==> config.mk <==
export PLATFORM = sky130hd
export DESIGN_NAME = restoring_divider_flat
export DESIGN_NICKNAME = d
export VERILOG_FILES = /design/src/rtl/div_pkg.sv /design/src/rtl/restoring_divider_if.sv /design/src/rtl/div_step.sv /design/src/rtl/restoring_divider.sv /design/src/flat_wrapper.sv
export SDC_FILE = /design/constraint.sdc
export NUM_CORES = 1
export LEC_CHECK = 0
export CAP_MARGIN = 20
export CORE_MARGIN = 2
export CORE_UTILIZATION = 30
export DETAILED_ROUTE_END_ITERATION = 10
export PLACE_DENSITY = 0.57
export SKIP_LAST_GASP = 1
export SYNTH_ARGS = -nofsm -noshare
export SYNTH_HDL_FRONTEND = slang
export SYNTH_SLANG_ARGS = --single-unit
==> constraint.sdc <==
create_clock -name clk -period 1.6 [get_ports clk]
set_input_delay 0.4 -clock clk [delete_from_list [all_inputs] [get_ports clk]]
set_output_delay 0.4 -clock clk [all_outputs]
set_load 0.05 [all_outputs]
==> src/rtl/div_pkg.sv <==
// Shared definitions for the restoring divider: FSM encoding and default widths.
package div_pkg;

    localparam int DW_DEF = 8;
    localparam int VW_DEF = 4;
    localparam int CNT_W  = $clog2(DW_DEF + 1);

    typedef enum logic [1:0] {
        IDLE = 2'd0,
        RUN  = 2'd1,
        DONE = 2'd2
    } div_state_e;

    // Iteration counter width for an arbitrary dividend width.
    function automatic int cnt_width(input int dw);
        return $clog2(dw + 1);
    endfunction

endpackage

==> src/rtl/restoring_divider_if.sv <==
// Request/result bundle between a divider client (master) and the divider (slave).
// Handshake: start is a request sampled on a rising edge; it is taken only when
// busy is low (state IDLE or DONE), otherwise it is dropped, not queued. done is
// a one-cycle pulse marking quotient/remainder/div_by_zero valid; those outputs
// then hold until the next accepted start.
interface restoring_divider_if
    import div_pkg::*;
#(
    parameter int DW = DW_DEF,
    parameter int VW = VW_DEF
) ();

    logic          start;
    logic [DW-1:0] dividend;
    logic [VW-1:0] divisor;
    logic          busy;
    logic          done;
    logic          div_by_zero;
    logic [DW-1:0] quotient;
    logic [VW-1:0] remainder;
    div_state_e    state;

    modport master (
        output start, dividend, divisor,
        input  busy, done, div_by_zero, quotient, remainder, state
    );

    modport slave (
        input  start, dividend, divisor,
        output busy, done, div_by_zero, quotient, remainder, state
    );

endinterface

==> src/rtl/div_step.sv <==
// One restoring-division iteration: shift in the next dividend bit, subtract the
// divisor if it fits, and report the resulting quotient bit.
module div_step #(
    parameter int VW = 4
) (
    input  logic [VW:0]   pr,
    input  logic          dvd_msb,
    input  logic [VW-1:0] divisor,
    output logic [VW:0]   pr_next,
    output logic          q_bit
);

    logic [VW:0] shifted;

    // pr[VW] set would mean the shifted value overflowed VW+1 bits, so it always fits.
    always_comb begin
        shifted = {pr[VW-1:0], dvd_msb};
        q_bit   = pr[VW] | (shifted >= {1'b0, divisor});
        pr_next = q_bit ? (shifted - {1'b0, divisor}) : shifted;
    end

endmodule

==> src/rtl/restoring_divider.sv <==
// Sequential unsigned radix-2 restoring divider, one quotient bit per clock, MSB first.
// The dividend register doubles as the quotient register: each cycle its MSB is
// consumed and the new quotient bit enters at the LSB.
module restoring_divider
    import div_pkg::*;
#(
    parameter int DW = DW_DEF,
    parameter int VW = VW_DEF
) (
    input  logic               clk,
    input  logic               rst_n,
    restoring_divider_if.slave bus
);

    localparam int          CW   = cnt_width(DW);
    localparam logic [CW-1:0] LAST = CW'(DW - 1);

    div_state_e    state_q, state_d;
    logic [CW-1:0] cnt_q, cnt_d;
    logic [VW:0]   pr_q, pr_d;
    logic [DW-1:0] dvd_q, dvd_d;
    logic [VW-1:0] dvs_q, dvs_d;
    logic [DW-1:0] quo_q, quo_d;
    logic [VW-1:0] rem_q, rem_d;
    logic          done_q, done_d;
    logic          dbz_q, dbz_d;

    logic [VW:0]   step_pr;
    logic          step_q;

    div_step #(.VW(VW)) u_step (
        .pr      (pr_q),
        .dvd_msb (dvd_q[DW-1]),
        .divisor (dvs_q),
        .pr_next (step_pr),
        .q_bit   (step_q)
    );

    // State and datapath registers; async reset clears everything, aborting any run.
    always_ff @(posedge clk or negedge rst_n) begin
        if (!rst_n) begin
            state_q <= IDLE;
            cnt_q   <= '0;
            pr_q    <= '0;
            dvd_q   <= '0;
            dvs_q   <= '0;
            quo_q   <= '0;
            rem_q   <= '0;
            done_q  <= 1'b0;
            dbz_q   <= 1'b0;
        end else begin
            state_q <= state_d;
            cnt_q   <= cnt_d;
            pr_q    <= pr_d;
            dvd_q   <= dvd_d;
            dvs_q   <= dvs_d;
            quo_q   <= quo_d;
            rem_q   <= rem_d;
            done_q  <= done_d;
            dbz_q   <= dbz_d;
        end
    end

    // Next state and datapath: accept in IDLE/DONE, iterate in RUN, publish on the last step.
    always_comb begin
        state_d = state_q;
        cnt_d   = cnt_q;
        pr_d    = pr_q;
        dvd_d   = dvd_q;
        dvs_d   = dvs_q;
        quo_d   = quo_q;
        rem_d   = rem_q;
        done_d  = 1'b0;
        dbz_d   = dbz_q;
        case (state_q)
            RUN: begin
                pr_d  = step_pr;
                dvd_d = {dvd_q[DW-2:0], step_q};
                cnt_d = cnt_q + CW'(1);
                if (cnt_q == LAST) begin
                    state_d = DONE;
                    quo_d   = {dvd_q[DW-2:0], step_q};
                    rem_d   = step_pr[VW-1:0];
                    done_d  = 1'b1;
                end
            end
            default: begin
                if (bus.start) begin
                    if (bus.divisor == '0) begin
                        state_d = DONE;
                        quo_d   = '1;
                        rem_d   = '0;
                        done_d  = 1'b1;
                        dbz_d   = 1'b1;
                    end else begin
                        state_d = RUN;
                        dvd_d   = bus.dividend;
                        dvs_d   = bus.divisor;
                        pr_d    = '0;
                        cnt_d   = '0;
                        dbz_d   = 1'b0;
                    end
                end
            end
        endcase
    end

    // Outputs: busy decodes the RUN state, results come straight from their registers.
    always_comb begin
        bus.busy        = (state_q == RUN);
        bus.done        = done_q;
        bus.div_by_zero = dbz_q;
        bus.quotient    = quo_q;
        bus.remainder   = rem_q;
        bus.state       = state_q;
    end

endmodule

==> src/flat_wrapper.sv <==
// flat-port wrapper written by rule: the top's interface ports become plain ports
module restoring_divider_flat import div_pkg::*;
#(
    parameter int DW = DW_DEF,
    parameter int VW = VW_DEF
)
  (clk, rst_n, bus_start, bus_dividend, bus_divisor, bus_busy, bus_done, bus_div_by_zero, bus_quotient, bus_remainder, bus_state);
  restoring_divider_if #(.DW(DW), .VW(VW)) bus_i ();
  input  logic clk;
  input  logic rst_n;
  input wire logic [$bits(bus_i.start)-1:0] bus_start;
  input wire logic [$bits(bus_i.dividend)-1:0] bus_dividend;
  input wire logic [$bits(bus_i.divisor)-1:0] bus_divisor;
  output wire logic [$bits(bus_i.busy)-1:0] bus_busy;
  output wire logic [$bits(bus_i.done)-1:0] bus_done;
  output wire logic [$bits(bus_i.div_by_zero)-1:0] bus_div_by_zero;
  output wire logic [$bits(bus_i.quotient)-1:0] bus_quotient;
  output wire logic [$bits(bus_i.remainder)-1:0] bus_remainder;
  output wire logic [$bits(bus_i.state)-1:0] bus_state;
  assign bus_i.start = bus_start;
  assign bus_i.dividend = bus_dividend;
  assign bus_i.divisor = bus_divisor;
  assign bus_busy = bus_i.busy;
  assign bus_done = bus_i.done;
  assign bus_div_by_zero = bus_i.div_by_zero;
  assign bus_quotient = bus_i.quotient;
  assign bus_remainder = bus_i.remainder;
  assign bus_state = bus_i.state;
  restoring_divider #(.DW(DW), .VW(VW)) u_core (.clk(clk), .rst_n(rst_n), .bus(bus_i));
endmodule
Word-level counts from Yosys, hierarchy flattened --
Cells that the tools add are included.
Cells by class: reduce and logical (&&, ||, !) cells 8, add/subtract/negate cells 2, equality and inequality tests 4, multiplexer cells 26, bitwise operators 3, order comparisons 1
Operator list (count):
- $mux 8 | 7
- $mux 4 | 7
- $mux 5 | 4
- $mux 2 | 4
- $reduce_and 2->1 | 3
- $reduce_and 3->1 | 2
- $ge 5x4->1 | 1
- $sub 5x4->5 | 1
- $add 4x1->4 const B | 1
- $eq 4x3->1 const B | 1
- $logic_not 4->1 | 1
- $mux 1 | 4
- $reduce_bool 2->1 | 2
- $eq 2x1->1 const B | 1
- $ne 2x1->1 const B | 1
- $ne 2x2->1 const B | 1
- $not 1->1 | 2
- $or 1x1->1 | 1
Storage, ports and cells: logic and storage cells 53, output and inout port bits 17, bits of input ports 15, bits in registers 37

Longest topological paths before layout --
Gate-level depths: netlist of the first run.
depth after elaboration 5, mapped depth 9, depth with buffers taken out 8

Modules after synthesis --
A second synthesis of the first run with hierarchy kept.
Unflattened totals: cell total of the unflattened synthesis 174, area total of the unflattened synthesis 1835.5 sq um
By module, submodules not included:
- restoring_divider | sequential area each 925.9 sq um, times used 1, area each 1542.7 sq um, cells each 140
- div_step | sequential area each 0.0 sq um, times used 1, area each 292.8 sq um, cells each 34

Worst setup path before layout of the first run --
Ideal clock, no wire load.
kind register -> register, from register u_core.state_q[1], in the netlist u_core.bus.state[1], to register u_core.quo_q[0], in the netlist u_core.bus.quotient[0], library setup time 0.144 ns, data required time 1.456 ns, slack -0.303 ns, arrival time 1.759 ns, clock period less this slack 1.903 ns, stages on the path, launching flop included 9, path buffers 2, cell sequence dfrtp_1 -> nand2b_4 -> inv_2 -> nand4b_1 -> and2_4 -> buf_6 -> clkinv_8 -> buf_12 -> a31oi_1
Between the ends: cells in the longest elaborated chain, start to end 3, elaborated cells on any way between the ends 6, classes of those cells eq/ne (2); mux (1); reduce/logical (3)
Ends and longest elaborated chain:
- from (decl) | RTL line restoring_divider.sv:18 | div_state_e state_q, state_d;
- from (signal assigned) | RTL line restoring_divider.sv:52 | state_q <= state_d;
- $eq 2x1->1 *
- via bus_busy | RTL line flat_wrapper.sv:14 | output wire logic [$bits(bus_i.busy)-1:0] bus_busy;
- $ne 2x1->1 (no source line) or $reduce_bool 2->1 (tied branches)
- $reduce_and 3->1 (no source line)
- to (signal assigned) | RTL line restoring_divider.sv:57 | quo_q <= quo_d;
- to (decl) | RTL line restoring_divider.sv:23 | logic [DW-1:0] quo_q, quo_d;
The timed path passes the listed nets; every way through them passes the cells marked *. A chain may end at the register's enable or synchronous reset.

Worst setup path after layout of the first run --
from register u_core.pr_q[2], to register u_core.rem_q[1], in the netlist u_core.bus.remainder[1]
Between the ends: cells in the longest elaborated chain, start to end 5
Ends and longest elaborated chain:
- from (decl) | RTL line restoring_divider.sv:20 | logic [VW:0] pr_q, pr_d;
- from (signal assigned) | RTL line restoring_divider.sv:54 | pr_q <= pr_d;
- $ge 5x4->1 | RTL line div_step.sv:18 | q_bit = pr[VW] | (shifted >= {1'b0, divisor});
- $or 1x1->1 | RTL line div_step.sv:18
- $mux 5 | RTL line div_step.sv:19 | pr_next = q_bit ? (shifted - {1'b0, divisor}) : shifted;
- $mux 4 | RTL line restoring_divider.sv:80 | if (cnt_q == LAST) begin
- $mux 4 | RTL line restoring_divider.sv:75 | case (state_q)
- to (signal assigned) | RTL line restoring_divider.sv:58 | rem_q <= rem_d;
- to (decl) | RTL line restoring_divider.sv:24 | logic [VW-1:0] rem_q, rem_d;
Every way passes these cells. The select of a mux whose other input is x is not followed.

==> impl_metrics.toml, run 1 <==
[global_route]
grt_antenna_before_repair = 0
grt_pass1_wl_mm = 7.341
grt_max_degree = 28
grt_pass1_vias = 1563
grt.overflow.total = 0
track_usage_pct = 14.43

[synth]
synthArstFlopShare_pct = 100.0
yosys_warnings = 0
synthesis.nets = 196
ys_ff_latch = 37
synth_cell_type_count = 44
synth_top_flop_cell = "dfrtp_1"
yosysSeqAreaShare_pct = 50.68
yosys.area.top_type = "dfrtp_1"
netlist_area_um2 = 1827
synth_edf_count = 0
avgSynthCellArea_um2 = 10.44
synth_top_area_share_pct = 50.68
synth_area_leaders = "dfrtp_1 (51%), nand2_1 (6.2%), ha_1 (3.4%)"
syn-instance-count = 175

[finish]
seqCellArea_um2 = 928.4
n_fill_cell = 555
fin_nets = 263
syn_to_final_growth_pct = 54.25
multi_input_area_um2 = 875.8
final_cells = 318
antennaDiodeCount = 0
layout_common_cells = "buf_4 (37), dfrtp_1 (35), nand2_1 (28)"
drive_gt1_share_pct = 40.33
final_common_cell = "buf_4"

[floorplan]
die-area_um2 = 6730
dieHeight_um = 82.04
core_area_um2 = 5886
design.portCount = 32
start_util_pct = 31.04
dieWidth_um = 82.04
rows = 28

[sta]
clock_skew_ps = 10.84
hold_viol = 0
maxSlewHeadroom_pct = 72.00
setup_viol = 10
max_freq_ghz = 0.5868
period_needed_ps = 1704
setup_slack_ps = -104.3
maxSlewViolCount = 0
finalCritPeriodShare_pct = 106.5
rsz0062_at_grt = "yes"
final.setup.tns_ps = -636.0
worst_pin_slew_ps = 420.0

[setup_path]
crit_type = "register to register"
crit_chain = "ha_4 > or3_4 > a21oi_4 > mux2i_2 > a22o_2"
slowest_delay_ps = 420
critPathLaunchType = "register"
crit_required_ps = 1830
slowest_stage = "dfrtp_1"
worstPathArrival_ps = 1930
worstPathMaxFanout = 4
cp-end-kind = "register"

[route]
vias_per_cell = 4.698
route.vias.total = 1494
drt_iter0_markers = 122
drcViolationCount = 0
wl_per_cell_um = 13.75
wirelength_mm = 4.374
dr.pass1.iters = 4
final_antenna_net_count = 0

[clock_network]
numCtsBuffers = 5
cts_root_buf = "clkbuf_8"
cts_hold_buf = 0
insertion_delay_ps = 290
h-tree-depth = 2
clock_sinks = 37
tritoncts = "done"
clk_pin_slew_ps = 80
clockBufferDepth = 2

[power]
p_total_uw = 6939
power.density_nw_per_um2 = 2463
p_leak_uw = 0.001249
peakVddDrop_mv = 0.8206

[min_path]
worstHoldPathType = "input port to asynchronous set/reset pin"

[placed_design]
dp_cells = 300
detailed_place_hpwl_mm = 3.175
place_ws_ps = -429.5
place.gp.congestion = 0.7867
portBuffers = 31

[status]
outcome = "finished with violations"
violations = "setup timing"

[job]
cap_violations = 0
## critical path: cells and delay by family, from the launching register on
family                   cells  cell delay, ps
AO/OA/AOI/OAI                2             400
adder cells (fa/ha/maj)      1             170
flip-flops                   1             420
multiplexers                 1             300
AND/OR/NAND/NOR              1             360
## state kept, by name, summed over array words and instances, names as in the netlist
register                cells
u_core.bus.remainder        4
u_core.bus.div_by_zero      1
u_core.cnt_q                4
u_core.bus.state            2
u_core.bus.quotient         8
u_core.bus.done             1
u_core.dvd_q                8
u_core.pr_q                 5
u_core.dvs_q                4
## layer usage
metal  global-route usage [%]  vias to the layer above  part of all wire (%)
met4                    6.000                        0                   1.9
met2                    23.17                       25                    49
met5                        0                        -                     0
li1                         -                      741                     -
met1                    19.19                      720                    46
met3                    2.527                        8                   2.7
## path summary, 6_finish.rpt
kind                            startpoint                       to  slack (ps)  cells past startpoint
setup / recovery            u_core.pr_q[2]  u_core.bus.remainder[1]        -100                      5
hold / removal                       rst_n          u_core.dvd_q[7]          30                      1
setup reg to reg            u_core.pr_q[2]  u_core.bus.remainder[1]        -100                      5
hold reg to reg            u_core.cnt_q[3]          u_core.cnt_q[3]         520                      1
max in group asynchronous            rst_n          u_core.dvs_q[3]        1090                      2
min in group clk           u_core.cnt_q[3]          u_core.cnt_q[3]         520                      1
## stage by stage
stage | hold slack [ps] | cell area (um^2) | util, %
final | 30.54 | 2818 | 47.87
after global routing | 52.93 | 2818 | 47.87
after CTS | 43.19 | 2773 | 47.11
after detailed placement | 364.6 | 2571 | 43.69
after global placement | 359.4 | 2571 | 43.69
after floorplan | 104.4 | 1871 | -
## synthesized netlist by cell type (all sizes together) (2+ instances only)
master / instances
a21oi: 12
a22o: 3
a31oi: 8
buf: 6
clkbuf: 2
dfrtp: 37
ha: 5
inv: 8
mux2: 4
mux2i: 3
nand2: 30
nand3: 7
nor2: 17
nor3b: 2
o21ai: 9
o31ai: 2
o41ai: 3
xnor2: 2
## report_power, final
part           internal, uW  switching, uW
sequential             1370            358
clock                   507            347
combinational          2190           2160
total                  4070           2870
## layout make-up
class | instances | area share, %
multi-input cells | 121 | 31.08
inverters | 9 | 1.821
flip-flops and latches | 37 | 32.95
well taps | 75 | 3.330
repair buffers | 68 | 26.55
clock buffers | 6 | 2.931
clock inverters | 2 | 1.332
## kinds of logic after synthesis
kind of cell | count (synthesis) | synth area share [%]
AND/OR/NAND/NOR | 67 | 18.15
AO/OA/AOI/OAI | 39 | 15.07
flip-flops | 37 | 50.69
buffers and inverters | 17 | 5.891
multiplexers | 7 | 4.726
adder cells (fa/ha/maj) | 6 | 4.521
XOR/XNOR | 2 | 0.9591
## timing repair
| action | 4_1_cts | 5_1_grt |
|---|---|---|
| pin swaps | 7 | 3 |
| buffers inserted | 6 | 4 |
| setup endpoints to repair | 30 | 11 |
| resized for setup | 18 | 4 |
| gates cloned | 0 | 0 |
Power figures use the tool's default switching activity.
==> run 2: changes to the inputs <==
--- a/config.mk
+++ b/config.mk
@@ -6,9 +6,11 @@
 export NUM_CORES = 1
 export LEC_CHECK = 0
 export CAP_MARGIN = 20
+export CORE_ASPECT_RATIO = 1.5
 export CORE_MARGIN = 2
 export CORE_UTILIZATION = 30
 export DETAILED_ROUTE_END_ITERATION = 10
+export HOLD_SLACK_MARGIN = 0.03
 export PLACE_DENSITY = 0.57
 export SKIP_LAST_GASP = 1
 export SYNTH_ARGS = -nofsm -noshare
==> impl_metrics.toml, run 2 (synthesis gave the netlist of run 1 again) <==
[status]
outcome = "finished with violations"
violations = "setup timing"

[sta]
rsz0062_at_grt = "yes"
clock_skew_ps = 5.218
maxSlewViolCount = 0
maxSlewHeadroom_pct = 71.40
worst_pin_slew_ps = 425.7
final.setup.tns_ps = -909.7
finalCritPeriodShare_pct = 107.3
hold_viol = 0
setup_viol = 11
setup_slack_ps = -117.6
max_freq_ghz = 0.5822
period_needed_ps = 1718

[floorplan]
die-area_um2 = 6742
dieWidth_um = 67.72
design.portCount = 32
core_area_um2 = 5828
rows = 34
start_util_pct = 31.34
dieHeight_um = 99.57

[route]
vias_per_cell = 4.744
drt_iter0_markers = 44
wl_per_cell_um = 14.63
route.vias.total = 1485
drcViolationCount = 0
final_antenna_net_count = 0
wirelength_mm = 4.578
dr.pass1.iters = 4

[clock_network]
insertion_delay_ps = 290
numCtsBuffers = 5
clockBufferDepth = 2
clk_pin_slew_ps = 80
tritoncts = "done"
h-tree-depth = 2
clock_sinks = 37
cts_root_buf = "clkbuf_8"

[setup_path]
worstPathMaxFanout = 4
critPathLaunch = "u_core.dvs_q[3]"
critPathLaunchType = "register"
crit_type = "register to register"
crit_required_ps = 1840
worstPathArrival_ps = 1950
r2r_start = "u_core.dvs_q[3]"
cp-end-kind = "register"

[finish]
fin_nets = 261
drive_gt1_share_pct = 43.98
syn_to_final_growth_pct = 59.59
layout_common_cells = "dfrtp_1 (35), buf_4 (33), nand2_1 (28)"
antennaDiodeCount = 0
final_common_cell = "dfrtp_1"

[min_path]
worstHoldPathType = "input port to asynchronous set/reset pin"

[power]
peakVddDrop_mv = 1.052
p_leak_uw = 0.001293
p_total_uw = 7508
power.density_nw_per_um2 = 2575

[job]
cap_violations = 0

[placed_design]
detailed_place_hpwl_mm = 3.339
place.gp.congestion = 0.7656
portBuffers = 31

[global_route]
grt_antenna_before_repair = 0
grt_pass1_vias = 1631
grt_pass1_wl_mm = 7.852
grt_max_degree = 22
grt.overflow.total = 0
track_usage_pct = 15.55
-- run 2: cell count changes in the layout (fill, tap and decap cells not counted), moves of 2 or more --
cell	previous run	this run
buf_4	37	33
o41ai_2	0	2
nor3b_1	2	0
o41ai_1	2	0
nor3b_2	0	2
-- run 2: through the flow --
step / utilization (%) / instances / instance area, um^2 / hold WS, ps / setup WS [ps]
floorplan: - / 175 / 1871 / 104.4 / -69.10
global placement: 43.62 / 292 / 2542 / 353.8 / -405.0
detailed placement: 43.62 / 292 / 2542 / 368.9 / -439.6
CTS: 47.57 / 305 / 2773 / 45.07 / -153.5
global route: 50.02 / 313 / 2915 / 59.69 / -192.4
finish: 50.02 / 313 / 2915 / 30.30 / -117.6
-- run 2: critical path: stages (launching register included) --
cell	delay, ps
dfrtp_1	390
inv_2	70
ha_4	160
or3_4	360
a21oi_4	230
mux2i_2	280
a22o_1	160
-- run 2: final cells by class --
cell class / count / area, um^2
Clock buffer: 5 / 68.82
Sequential cell: 37 / 928.4
Timing Repair Buffer: 66 / 753.2
Clock inverter: 3 / 65.06
Multi-Input combinational cell: 121 / 955.9
Inverter: 9 / 53.80
Tap cell: 72 / 90.09
Fill cell: 531 / 2913
-- run 2: what timing repair did --
item,in CTS,in global routing
setup endpoints to repair,33,21
gates resized for setup,20,16
hold buffers,0,0
buffers inserted,6,9
pin swaps,11,12
-- run 2: worst paths after layout --
path | to | slack (ps) | depth (start not counted)
min reg2reg | u_core.cnt_q[1] | 540 | 2
min in group clk | u_core.cnt_q[1] | 540 | 2
max in group asynchronous | u_core.bus.quotient[0] | 1110 | 2
min | u_core.dvd_q[7] | 30 | 1
max reg2reg | u_core.pr_q[0] | -120 | 6
max | u_core.pr_q[0] | -120 | 6
-- run 2: report_power, final --
part           leakage [uW]  internal (uW)  switching [uW]
Clock             0.0000681            620             359
Combinational      0.000806           2420            2350
Sequential         0.000419           1370             386
Total               0.00129           4410            3100
-- run 2: layer usage --
layer | GRT usage, % | vias up | share of wire [%]
met5 | 0 | - | 0
met4 | 4.710 | 0 | 1.4
met3 | 3.620 | 5 | 2.8
met2 | 27.30 | 21 | 55
met1 | 18.25 | 721 | 41
li1 | - | 738 | -
==> run 3: changes to the inputs <==
--- a/config.mk
+++ b/config.mk
@@ -10,8 +10,10 @@
 export CORE_MARGIN = 2
 export CORE_UTILIZATION = 30
 export DETAILED_ROUTE_END_ITERATION = 10
+export DONT_BUFFER_PORTS = 1
 export HOLD_SLACK_MARGIN = 0.03
-export PLACE_DENSITY = 0.57
+export MAX_ROUTING_LAYER = met4
+export PLACE_DENSITY = 0.5
 export SKIP_LAST_GASP = 1
 export SYNTH_ARGS = -nofsm -noshare
 export SYNTH_HDL_FRONTEND = slang
==> impl_metrics.toml, run 3 (synthesis gave the netlist of run 1 again) <==
[floorplan]
dieHeight_um = 99.57
core_area_um2 = 5828
die-area_um2 = 6742
start_util_pct = 31.34
dieWidth_um = 67.72
rows = 34
design.portCount = 32

[placed_design]
dpl_cell_area_um2 = 1992
portBuffers = 0
detailed_place_hpwl_mm = 3.008
dp_cells = 251
place.gp.congestion = 0.7490

[setup_path]
worstPathMaxFanout = 4
slowest_delay_ps = 360
crit_chain = "inv_1 > ha_2 > or3_4 > a21oi_4 > mux2i_2 > a22o_1"
slowest_stage = "dfrtp_1"
worstPathArrival_ps = 1910
crit_type = "register to register"
cp-end-kind = "register"
crit_required_ps = 1820
critPathLaunchType = "register"

[route]
vias_per_cell = 4.963
drt_iter0_markers = 35
wirelength_mm = 4.241
dr.pass1.iters = 4
final_antenna_net_count = 0
drcViolationCount = 0
wl_per_cell_um = 15.88
route.vias.total = 1325

[sta]
setup_viol = 9
final.setup.tns_ps = -486.1
period_needed_ps = 1686
finalCritPeriodShare_pct = 105.3
hold_ws_ps = 204.0
hold_viol = 0
setup_slack_ps = -85.51
worst_pin_slew_ps = 502.0
maxSlewHeadroom_pct = 66.54
max_freq_ghz = 0.5933
maxSlewViolCount = 0
rsz0062_at_grt = "yes"
clock_skew_ps = 14.19

[power]
p_comb_share_pct = 49.4
p_int_uw = 3176
peakVddDrop_mv = 0.9090
p_leak_uw = 0.0009514
switchingPower_uw = 2678
pwr-share-clk_pct = 14.0
pwr-share-seq_pct = 36.6
switching_share_pct = 45.74
power.density_nw_per_um2 = 2639

[global_route]
grt.overflow.total = 0
grt_antenna_before_repair = 0
grt_pass1_vias = 1434
grt_pass1_wl_mm = 6.775
grt_max_degree = 38
track_usage_pct = 13.87

[finish]
drive_gt1_share_pct = 30.26
fin_nets = 215
antennaDiodeCount = 0
syn_to_final_growth_pct = 21.44
postLayoutCellArea_um2 = 2218
final_common_cell = "dfrtp_1"
layout_common_cells = "dfrtp_1 (35), nand2_1 (29), nor2_1 (16), buf_4 (16)"
final_cells = 267

[min_path]
worstHoldPathType = "input port to register"

[clock_network]
clock_sinks = 37
numCtsBuffers = 5
clockBufferDepth = 2
insertion_delay_ps = 290
h-tree-depth = 2
cts_root_buf = "clkbuf_8"
tritoncts = "done"
clk_pin_slew_ps = 80

[status]
violations = "setup timing"
outcome = "finished with violations"

[job]
cap_violations = 0
[run 3: path summary, 6_finish.rpt]
check | startpoint | to | slack, ps | cells past startpoint
worst min-delay path | bus_start | u_core.bus.state[1] | 200 | 1
worst min register to register | u_core.dvs_q[3] | u_core.dvs_q[3] | 530 | 1
min in group asynchronous | rst_n | u_core.bus.quotient[2] | 560 | 2
worst max-delay path | u_core.dvs_q[3] | u_core.pr_q[0] | -90 | 6
worst max register to register | u_core.dvs_q[3] | u_core.pr_q[0] | -90 | 6
max in group asynchronous | rst_n | u_core.bus.state[1] | 850 | 2
[run 3: timing repair]
action                                  4_1_cts  5_1_grt
endpoints found under the setup margin       10       17
cloned                                        0        0
setup buffers                                 3        3
pin swaps                                     6        5
hold buffers                                  2        0
resized for setup                             7        7
endpoints found under the hold margin        37        0
[run 3: worst max-delay path, delay by kind of cell (launching register included)]
kind	cells	cell delay, ps
adders and majority gates	1	180
and+or+nand+nor	1	360
AOI/OAI and AO/OA	2	380
buffers and inverters	1	50
DFF	1	360
muxes	1	280
[run 3: layer usage]
layer	vias to the layer above	global-route usage [%]	wire (um)
met4	0	5.651	65
li1	640	-	-
met3	6	3.054	158
met2	26	23.98	2359
met5	-	-	0
met1	653	14.88	1657
[run 3: power groups by stage]
stage / Sequential, uW / Clock [uW] / Combinational, uW
global placement: 2140 / 0 / 2480
detailed placement: 2150 / 0 / 2550
floorplan: 2150 / 0 / 1910
finish: 2140 / 820 / 2890
CTS: 2130 / 842 / 2730
global route: 2190 / 883 / 3180
[run 3: through the flow]
step                      setup slack [ps]  total power (uW)  util, %
after floorplan                     -69.10              4064        -
after global placement              -106.3              4624    34.18
after detailed placement            -140.1              4698    34.18
after CTS                           -86.43              5703    37.23
after global routing                -179.2              6259    38.06
final                               -85.51              5854    38.06
[run 3: layout make-up]
type	instances	area, um^2
fill	582	3610
sequential	37	928.4
multi-input combinational	121	850.8
timing repair buffer	20	185.2
tap	72	90.09
clock buffer	5	68.82
inverter	9	51.30
clock inverter	3	43.79
